[src/rtl/pwm_duty_ramp_ctrl_if.sv]
// ---------------------------------------------------------------------------
// pwm_duty_ramp_ctrl_if
// Bundle of the signals between the command/register logic and the duty
// ramp controller.
//   tgt_valid    requester -> ctrl   target request valid
//   tgt_ready    ctrl -> requester   controller can accept a target
//   tgt_duty     requester -> ctrl   requested final duty (WIDTH)
//   tgt_step     requester -> ctrl   max duty change per period, 0 means 1
//   hold         requester -> ctrl   freeze duty updates while high
//   duty_out     ctrl -> PWM         registered duty for the generator
//   period_start ctrl -> requester   high while the period counter is 0
//   busy         ctrl -> requester   ramp in progress
//   done         ctrl -> requester   one-cycle pulse, target reached
// master = requester side, slave = controller side.
// ---------------------------------------------------------------------------
interface pwm_duty_ramp_ctrl_if #(
  parameter int WIDTH = 8
);
  logic             tgt_valid;
  logic             tgt_ready;
  logic [WIDTH-1:0] tgt_duty;
  logic [WIDTH-1:0] tgt_step;
  logic             hold;
  logic [WIDTH-1:0] duty_out;
  logic             period_start;
  logic             busy;
  logic             done;

  modport master (
    output tgt_valid, tgt_duty, tgt_step, hold,
    input  tgt_ready, duty_out, period_start, busy, done
  );

  modport slave (
    input  tgt_valid, tgt_duty, tgt_step, hold,
    output tgt_ready, duty_out, period_start, busy, done
  );
endinterface

[src/rtl/pwm_duty_ramp_ctrl.sv]
// ---------------------------------------------------------------------------
// pwm_duty_ramp_ctrl
// Ramps the PWM generator's duty toward a requested target by at most one
// step per PWM period. Owns the free-running period counter; duty_out only
// changes on the edge where the counter wraps to 0, so each period runs at a
// single duty.
// Ports:
//   clk  system clock, rising edge
//   rst  synchronous active-high reset
//   bus  pwm_duty_ramp_ctrl_if.slave (handshake, hold, duty and status)
// ---------------------------------------------------------------------------
module pwm_duty_ramp_ctrl #(
  parameter int               WIDTH        = 8,
  parameter logic [WIDTH-1:0] DEFAULT_DUTY = '0
) (
  input logic                  clk,
  input logic                  rst,
  pwm_duty_ramp_ctrl_if.slave  bus
);

  typedef enum logic {
    IDLE = 1'b0,
    RAMP = 1'b1
  } state_t;

  state_t           state;
  logic [WIDTH-1:0] cnt;
  logic [WIDTH-1:0] duty;
  logic [WIDTH-1:0] tgt_r;
  logic [WIDTH-1:0] step_r;
  logic             done_r;
  logic             boundary;
  logic             accept;

  // Unsigned distance between two duties, one bit wider so it never wraps.
  function automatic logic [WIDTH:0] abs_diff(input logic [WIDTH-1:0] a,
                                              input logic [WIDTH-1:0] b);
    if (a > b) return {1'b0, a} - {1'b0, b};
    else       return {1'b0, b} - {1'b0, a};
  endfunction

  // A zero step would stall the ramp forever; treat it as one.
  function automatic logic [WIDTH-1:0] sat_step(input logic [WIDTH-1:0] s);
    if (s == '0) return {{(WIDTH-1){1'b0}}, 1'b1};
    else         return s;
  endfunction

  // Edge on which cnt wraps 255 -> 0; the only edge duty may move on.
  assign boundary = (cnt == '1);
  assign accept   = bus.tgt_valid && (state == IDLE);

  always_ff @(posedge clk) begin
    if (rst) begin
      cnt    <= '0;
      duty   <= DEFAULT_DUTY;
      state  <= IDLE;
      done_r <= 1'b0;
    end else begin
      cnt    <= cnt + 1'b1;
      done_r <= 1'b0;
      case (state)
        IDLE: begin
          // The acceptance edge is never a ramp step, even on a boundary.
          if (accept) begin
            if (bus.tgt_duty == duty) done_r <= 1'b1;
            else                      state  <= RAMP;
          end
        end
        RAMP: begin
          if (boundary && !bus.hold) begin
            // Final step clamps to the target, so no overshoot or wrap.
            if (abs_diff(tgt_r, duty) <= {1'b0, step_r}) begin
              duty   <= tgt_r;
              done_r <= 1'b1;
              state  <= IDLE;
            end else if (tgt_r > duty) begin
              duty <= duty + step_r;
            end else begin
              duty <= duty - step_r;
            end
          end
        end
        default: state <= IDLE;
      endcase
    end
  end

  // Latched request: data only, no reset needed.
  always_ff @(posedge clk) begin
    if (accept) begin
      tgt_r  <= bus.tgt_duty;
      step_r <= sat_step(bus.tgt_step);
    end
  end

  assign bus.tgt_ready    = (state == IDLE);
  assign bus.busy         = (state == RAMP);
  assign bus.done         = done_r;
  assign bus.duty_out     = duty;
  assign bus.period_start = (cnt == '0);

endmodule
[src/flat_wrapper.sv]
// flat-port wrapper written by rule: the top's interface ports become plain ports
module pwm_duty_ramp_ctrl_flat 
#(
  parameter int               WIDTH        = 8,
  parameter logic [WIDTH-1:0] DEFAULT_DUTY = '0
)
  (clk, rst, bus_tgt_valid, bus_tgt_duty, bus_tgt_step, bus_hold, bus_tgt_ready, bus_duty_out, bus_period_start, bus_busy, bus_done);
  pwm_duty_ramp_ctrl_if #(.WIDTH(WIDTH)) bus_i ();
  input logic clk;
  input logic rst;
  input wire logic [$bits(bus_i.tgt_valid)-1:0] bus_tgt_valid;
  input wire logic [$bits(bus_i.tgt_duty)-1:0] bus_tgt_duty;
  input wire logic [$bits(bus_i.tgt_step)-1:0] bus_tgt_step;
  input wire logic [$bits(bus_i.hold)-1:0] bus_hold;
  output wire logic [$bits(bus_i.tgt_ready)-1:0] bus_tgt_ready;
  output wire logic [$bits(bus_i.duty_out)-1:0] bus_duty_out;
  output wire logic [$bits(bus_i.period_start)-1:0] bus_period_start;
  output wire logic [$bits(bus_i.busy)-1:0] bus_busy;
  output wire logic [$bits(bus_i.done)-1:0] bus_done;
  assign bus_i.tgt_valid = bus_tgt_valid;
  assign bus_i.tgt_duty = bus_tgt_duty;
  assign bus_i.tgt_step = bus_tgt_step;
  assign bus_i.hold = bus_hold;
  assign bus_tgt_ready = bus_i.tgt_ready;
  assign bus_duty_out = bus_i.duty_out;
  assign bus_period_start = bus_i.period_start;
  assign bus_busy = bus_i.busy;
  assign bus_done = bus_i.done;
  pwm_duty_ramp_ctrl #(.WIDTH(WIDTH), .DEFAULT_DUTY(DEFAULT_DUTY)) u_core (.clk(clk), .rst(rst), .bus(bus_i));
endmodule
[config.mk]
export PLATFORM = sky130hd
export DESIGN_NAME = pwm_duty_ramp_ctrl_flat
export DESIGN_NICKNAME = d
export VERILOG_FILES = /design/src/rtl/pwm_duty_ramp_ctrl_if.sv /design/src/rtl/pwm_duty_ramp_ctrl.sv /design/src/flat_wrapper.sv
export SDC_FILE = /design/constraint.sdc
export NUM_CORES = 1
export LEC_CHECK = 0
export CAP_MARGIN = 20
export CORE_UTILIZATION = 57
export DETAILED_ROUTE_END_ITERATION = 7
export PLACE_DENSITY = 0.91
export SETUP_SLACK_MARGIN = 0.05
export SLEW_MARGIN = 20
export SYNTH_ARGS = -nofsm -noshare
export SYNTH_HDL_FRONTEND = slang
export SYNTH_SLANG_ARGS = --single-unit
[constraint.sdc]
create_clock -name clk -period 5.2 [get_ports clk]
set_input_delay 1.04 -clock clk [delete_from_list [all_inputs] [get_ports clk]]
set_output_delay 1.04 -clock clk [all_outputs]
set_load 0.02 [all_outputs]
# Yosys cells after proc, flatten, opt, wreduce, memory -nomap -nowiden
# Cells that the tools add are included.
# word_totals
regBits	34
input_bits	20
out_inout_bits	12
word_cells	38
# classes
add_sub_neg	5
order_cmp	2
eq_ne	2
n_mux	16
bitwise	1
reduce_logical	6
# op_table
cell	n
9-bit 2-to-1 mux	4
8-bit by 8-bit subtractor with 9-bit output	2
8-bit zero test	2
8-bit 2-to-1 mux	2
9-bit by 8-bit less-or-equal comparator with 1-bit output	1
8-bit by 1-bit adder with 8-bit output, second input constant	1
8-bit adder	1
8-bit == test	1
8-bit == test, second input constant	1
8-bit > comparator	1
1-bit 2-to-1 mux	8
8-bit subtractor	1
1-bit one-hot mux with 2 select lines	2
1-bit logical AND	2
2-bit AND reduction	1
1-bit zero test	1
1-bit NOT	1

# Logic depth before layout (Yosys ltp)
# logic_depth
depth_word	9
depth_mapped	20
mapped_depth_nobuf	17

# Worst setup path before layout
# Ideal clock, no wire load.
# synth_timing
path_kind	flip-flop to flip-flop
startpoint	reg u_core.duty[1], in the netlist u_core.bus.duty_out[1]
endpoint	reg u_core.duty[7], in the netlist u_core.bus.duty_out[7]
t_arrival_ns	3.908
required_time_ns	5.077
setup_slack_ns	1.169
stages_incl_launch_ff	16
synth_period_minus_slack_ns	4.031
cell_sequence	dfxtp_1 inv_1 ha_1 a21oi_1 o211ai_2 nand2_4 buf_2 mux2i_1 ha_1 nor2b_1 o31a_1 or4_1 a31oi_1 xnor3_1 mux2i_1 o22ai_1
# synth_via
elab_chain_len	7
elab_cells_between_ends	12
cone_classes	add/sub (4); order compare (2); mux (6)
# synth_rtl
item	line_no	rtl
from (decl)	pwm_duty_ramp_ctrl.sv:28	logic [WIDTH-1:0] duty;
from (signal assigned)	pwm_duty_ramp_ctrl.sv:73	duty <= tgt_r;
from (signal assigned)	pwm_duty_ramp_ctrl.sv:77	duty <= duty + step_r;
from (signal assigned)	pwm_duty_ramp_ctrl.sv:79	duty <= duty - step_r;
8-bit by 8-bit subtractor with 9-bit output, or another cell as far along	pwm_duty_ramp_ctrl.sv:39	else return {1'b0, b} - {1'b0, a};
9-bit 2-to-1 mux	pwm_duty_ramp_ctrl.sv:38	if (a > b) return {1'b0, a} - {1'b0, b};
9-bit 2-to-1 mux	pwm_duty_ramp_ctrl.sv:70	if (boundary && !bus.hold) begin
9-bit 2-to-1 mux	pwm_duty_ramp_ctrl.sv:61	case (state)
9-bit 2-to-1 mux	pwm_duty_ramp_ctrl.sv:53	if (rst) begin
9-bit by 8-bit less-or-equal comparator with 1-bit output	pwm_duty_ramp_ctrl.sv:72	if (abs_diff(tgt_r, duty) <= {1'b0, step_r}) begin
8-bit 2-to-1 mux *	pwm_duty_ramp_ctrl.sv:72	
# Mark *: on every way between the ends. The rest lies on a longest branch, timed or not. The select of a mux whose other input is x is not followed.
# A chain may end at the register's enable or synchronous reset.

# Worst setup path in the final report
# layout_timing
startpoint	reg u_core.duty[6], in the netlist u_core.bus.duty_out[6]
endpoint	reg u_core.duty[3], in the netlist u_core.bus.duty_out[3]
# The elaborated chain is that of the path after synthesis.

==> impl_metrics.env <==
export IMPL_grt_setup_unrepaired="false"
export IMPL_clk_root_buffer_cell="clkbuf_8"
export IMPL_status="finished, final reports clean"
export IMPL_synthFlopType="dfxtp_1"
export IMPL_ant_nets=0
export IMPL_antenna_cells=0
export IMPL_grt_antenna_before_repair=0
export IMPL_crit_path_cell_trace="inv_1 > ha_1 > a21o_1 > a21oi_2 > o211ai_2 > nand2_4 > mux2i_1 > o221ai_1 > xnor2_1 > ha_1 > a21oi_1 > o21ai_0 > a21oi_1 > a21boi_0 > a211oi_2 > buf_4 > mux2i_1 > a211oi_1"
export IMPL_routed_wl_microns=6285
export IMPL_first_pass_iters=4
export IMPL_num_fill_cells=376
export IMPL_critical_path_max_stage_delay_ps=590
export IMPL_cts_resized=0
export IMPL_clkTransAtPathRegs_ps=70
export IMPL_critPathTopFamily="compound AO/OA/AOI/OAI gates"
export IMPL_synthToLayoutAreaGrowth_pct=15.18
export IMPL_worstSetupPathType="register to register"
export IMPL_finalHoldViolCount=0
export IMPL_start_kind="register"
export IMPL_slew_headroom_pct=49.19
export IMPL_cp_arrival_ps=4640
export IMPL_powerDensity_nw_per_um2=216.3
export IMPL_p_clk_share_pct=28.8
export IMPL_insertion_delay_ps=290
export IMPL_period_share_pct=86.68
export IMPL_io_buffers=31
export IMPL_p_leak_nw=1.339
export IMPL_grtUsageTotal_pct=26.01
export IMPL_setup_viol=0
export IMPL_grt_pass1_wl_microns=10250
export IMPL_fin_crit_ps=4507
export IMPL_worstSetupEndpointType="register"
export IMPL_cts_hold_buffers_added=0
export IMPL_wl_per_cell_microns=15.91
export IMPL_grt_max_degree=22
export IMPL_synthCells=302
export IMPL_cts_made_buffers=5
export IMPL_cp_max_fo=17
export IMPL_nets=384
export IMPL_yosysSeqAreaShare_pct=30.09
export IMPL_fmax_mhz=221.9
export IMPL_place_gp_congestion=0.9434
export IMPL_cts_path_max_buffers=2
export IMPL_cts_tree="done"
export IMPL_rows=25
export IMPL_async_flop_share_pct=0
export IMPL_worstPathRequired_ps=5340
export IMPL_die_h_microns=72.01
export IMPL_synth_edf_count=16
export IMPL_crit_slowest_cell="a211oi_2"
export IMPL_combPwrFrac_pct=28.0
export IMPL_drive_gt1_share_pct=7.317
export IMPL_avgSynthCellArea_sq_um=9.251
export IMPL_hp_class="register to register"
export IMPL_tightest_slew_ps=759.8
export IMPL_post_cts_setup_buffer_count=0
export IMPL_worst_hold_slack_ps=486.1
export IMPL_drc_errors=0
export IMPL_io_pins=32
export IMPL_die_area_sq_um=5185
export IMPL_core_sq_um=4723
export IMPL_cts_sinks=34
export IMPL_synth_cell_types=53
export IMPL_initial_core_util_pct=59.15
export IMPL_synth_area_sq_um=2794
export IMPL_yosys_warnings=0
export IMPL_routed_via_count=2251
export IMPL_p_int_mw=0.4907
export IMPL_max_vdd_ir_drop_v=0.0002948
export IMPL_cts_htree_levels=2
export IMPL_seqPwrFrac_pct=43.2
export IMPL_tns_ps=0
export IMPL_max_cap_violations=0
export IMPL_crit_buf_inv=2
export IMPL_grt_overflow=0
export IMPL_ys_seq_elements=34
export IMPL_maxSlewViolCount=0
export IMPL_hpwl_microns=5038
export IMPL_grt_pass1_vias=2143
export IMPL_fp_dieW_microns=72.01
export IMPL_p_switching_mw=0.2055
export IMPL_drt_iter0_markers=142
export IMPL_swShare_pct=29.51
export IMPL_vias_per_cell=5.699
export IMPL_fin_skew_ps=6.796
export IMPL_syn_nets=359
==> cell type report <==
class	instances	area (sq um)	area share, %
multi-input combinational	218	1745	54.24
timing repair buffer	33	325.3	10.11
clock buffer	7	86.33	2.683
inverter	35	131.4	4.082
sequential	34	840.8	26.13
tap	67	83.83	2.605
clock inverter	1	5.005	0.1555
==> routing by layer <==
metal  wire, microns  up-vias  share of wire [%]  global-route usage (%)
met2            3098       54                 49                   44.34
met3             228       14                3.6                   4.028
met1            2800     1063                 45                   33.24
li1                -     1120                  -                       -
met4             158        0                2.5                   10.24
met5               0        -                  0                       0
==> metrics by stage <==
step	instances	total power [mW]	cell area, sq um	worst slack (ps)	utilization, %
2_1_floorplan	302	0.4466	2794	1169	-
3_3_place_gp	387	0.4921	3127	844.7	66.20
3_5_place_dp	387	0.4994	3127	715.5	66.20
4_1_cts	395	0.6985	3218	668.7	68.13
5_1_grt	395	0.7317	3218	264.7	68.13
6_report	395	0.6962	3218	692.9	68.13
==> Yosys cell counts, drive strengths merged (6+ instances only) <==
library cell  count  area (sq um)
inv              35         131.4
clkbuf            8         30.03
xor2             12         105.1
buf               7         46.29
a211oi           10         85.08
a21o              6         45.04
xnor2            15         131.4
a21oi            24         127.6
dfxtp            18         360.4
nor2             21         81.33
nand2            10         45.04
edfxtp           16         480.5
o21ai            10         50.05
nand3            10         60.06
ha               34         425.4
mux2i            11         110.1
==> placed cells by master, fill, tap and decap left out, types with 2 or more instances in the layout <==
master and count:
a211oi_1 8, o21ai_0 10, fa_1 3, clkbuf_8 6, nor3_1 3, a21o_1 6, o21a_1 3, a21oi_2 2
or4b_1 2, edfxtp_1 16, nor4_1 4, xor2_1 12, nand3_2 2, nand3_1 8, a21boi_0 2, or3_1 4
a211oi_2 2, a31oi_1 3, clkdlybuf4s50_1 31, nand2b_1 2, nor2b_1 4, ha_1 34, dfxtp_1 18, buf_4 2
a21oi_1 22, nor2_1 20, nand4_1 4, inv_1 35, nand2_1 9, o21bai_1 3, xnor2_1 15, mux2i_1 11
==> state kept, by name, indices dropped and copies added, names as in the netlist <==
register,count
u_core.bus.busy,1
u_core.bus.done,1
u_core.bus.duty_out,8
u_core.cnt,8
u_core.step_r,8
u_core.tgt_r,8
==> worst reg2reg max path: cells and delay by family, from the launching register on <==
family          cells  cell delay [ps]
compound gates     10             1980
mux                 2              490
fa+ha+maj           2              690
xor+xnor            1              150
flops               1              460
simple gates        1              210
buf+inv             2              350
==> final timing paths <==
| kind | startpoint | end | slack (ps) | cells after the start |
|---|---|---|---|---|
| max reg2reg | u_core.bus.duty_out[6] | u_core.bus.duty_out[3] | 690 | 18 |
| max | u_core.bus.duty_out[6] | u_core.bus.duty_out[3] | 690 | 18 |
| min reg2reg | u_core.cnt[0] | u_core.cnt[0] | 490 | 1 |
| min | u_core.cnt[0] | u_core.cnt[0] | 490 | 1 |
==> power by group through the flow <==
stage                     registers (mW)  clock network, mW  logic (mW)
after floorplan                    0.304                  0       0.143
after global placement             0.306                  0       0.187
after detailed placement           0.306                  0       0.193
after CTS                          0.300              0.204       0.194
after global routing               0.302              0.216       0.214
final                              0.301              0.201       0.195
==> logic make-up (layout without fill, tap and decap cells) <==
group,count (synthesis),after routing,share of synthesized area [%]
AOI/OAI and AO/OA,72,72,17.69
xor gates and xnor gates,28,28,9.270
adders and majority gates,37,37,17.38
buffers and inverters,50,76,7.434
DFF,34,34,30.09
muxes,13,13,4.881
and+or+nand+nor,68,68,13.26
Note: power is estimated with default switching activity, not from simulation.
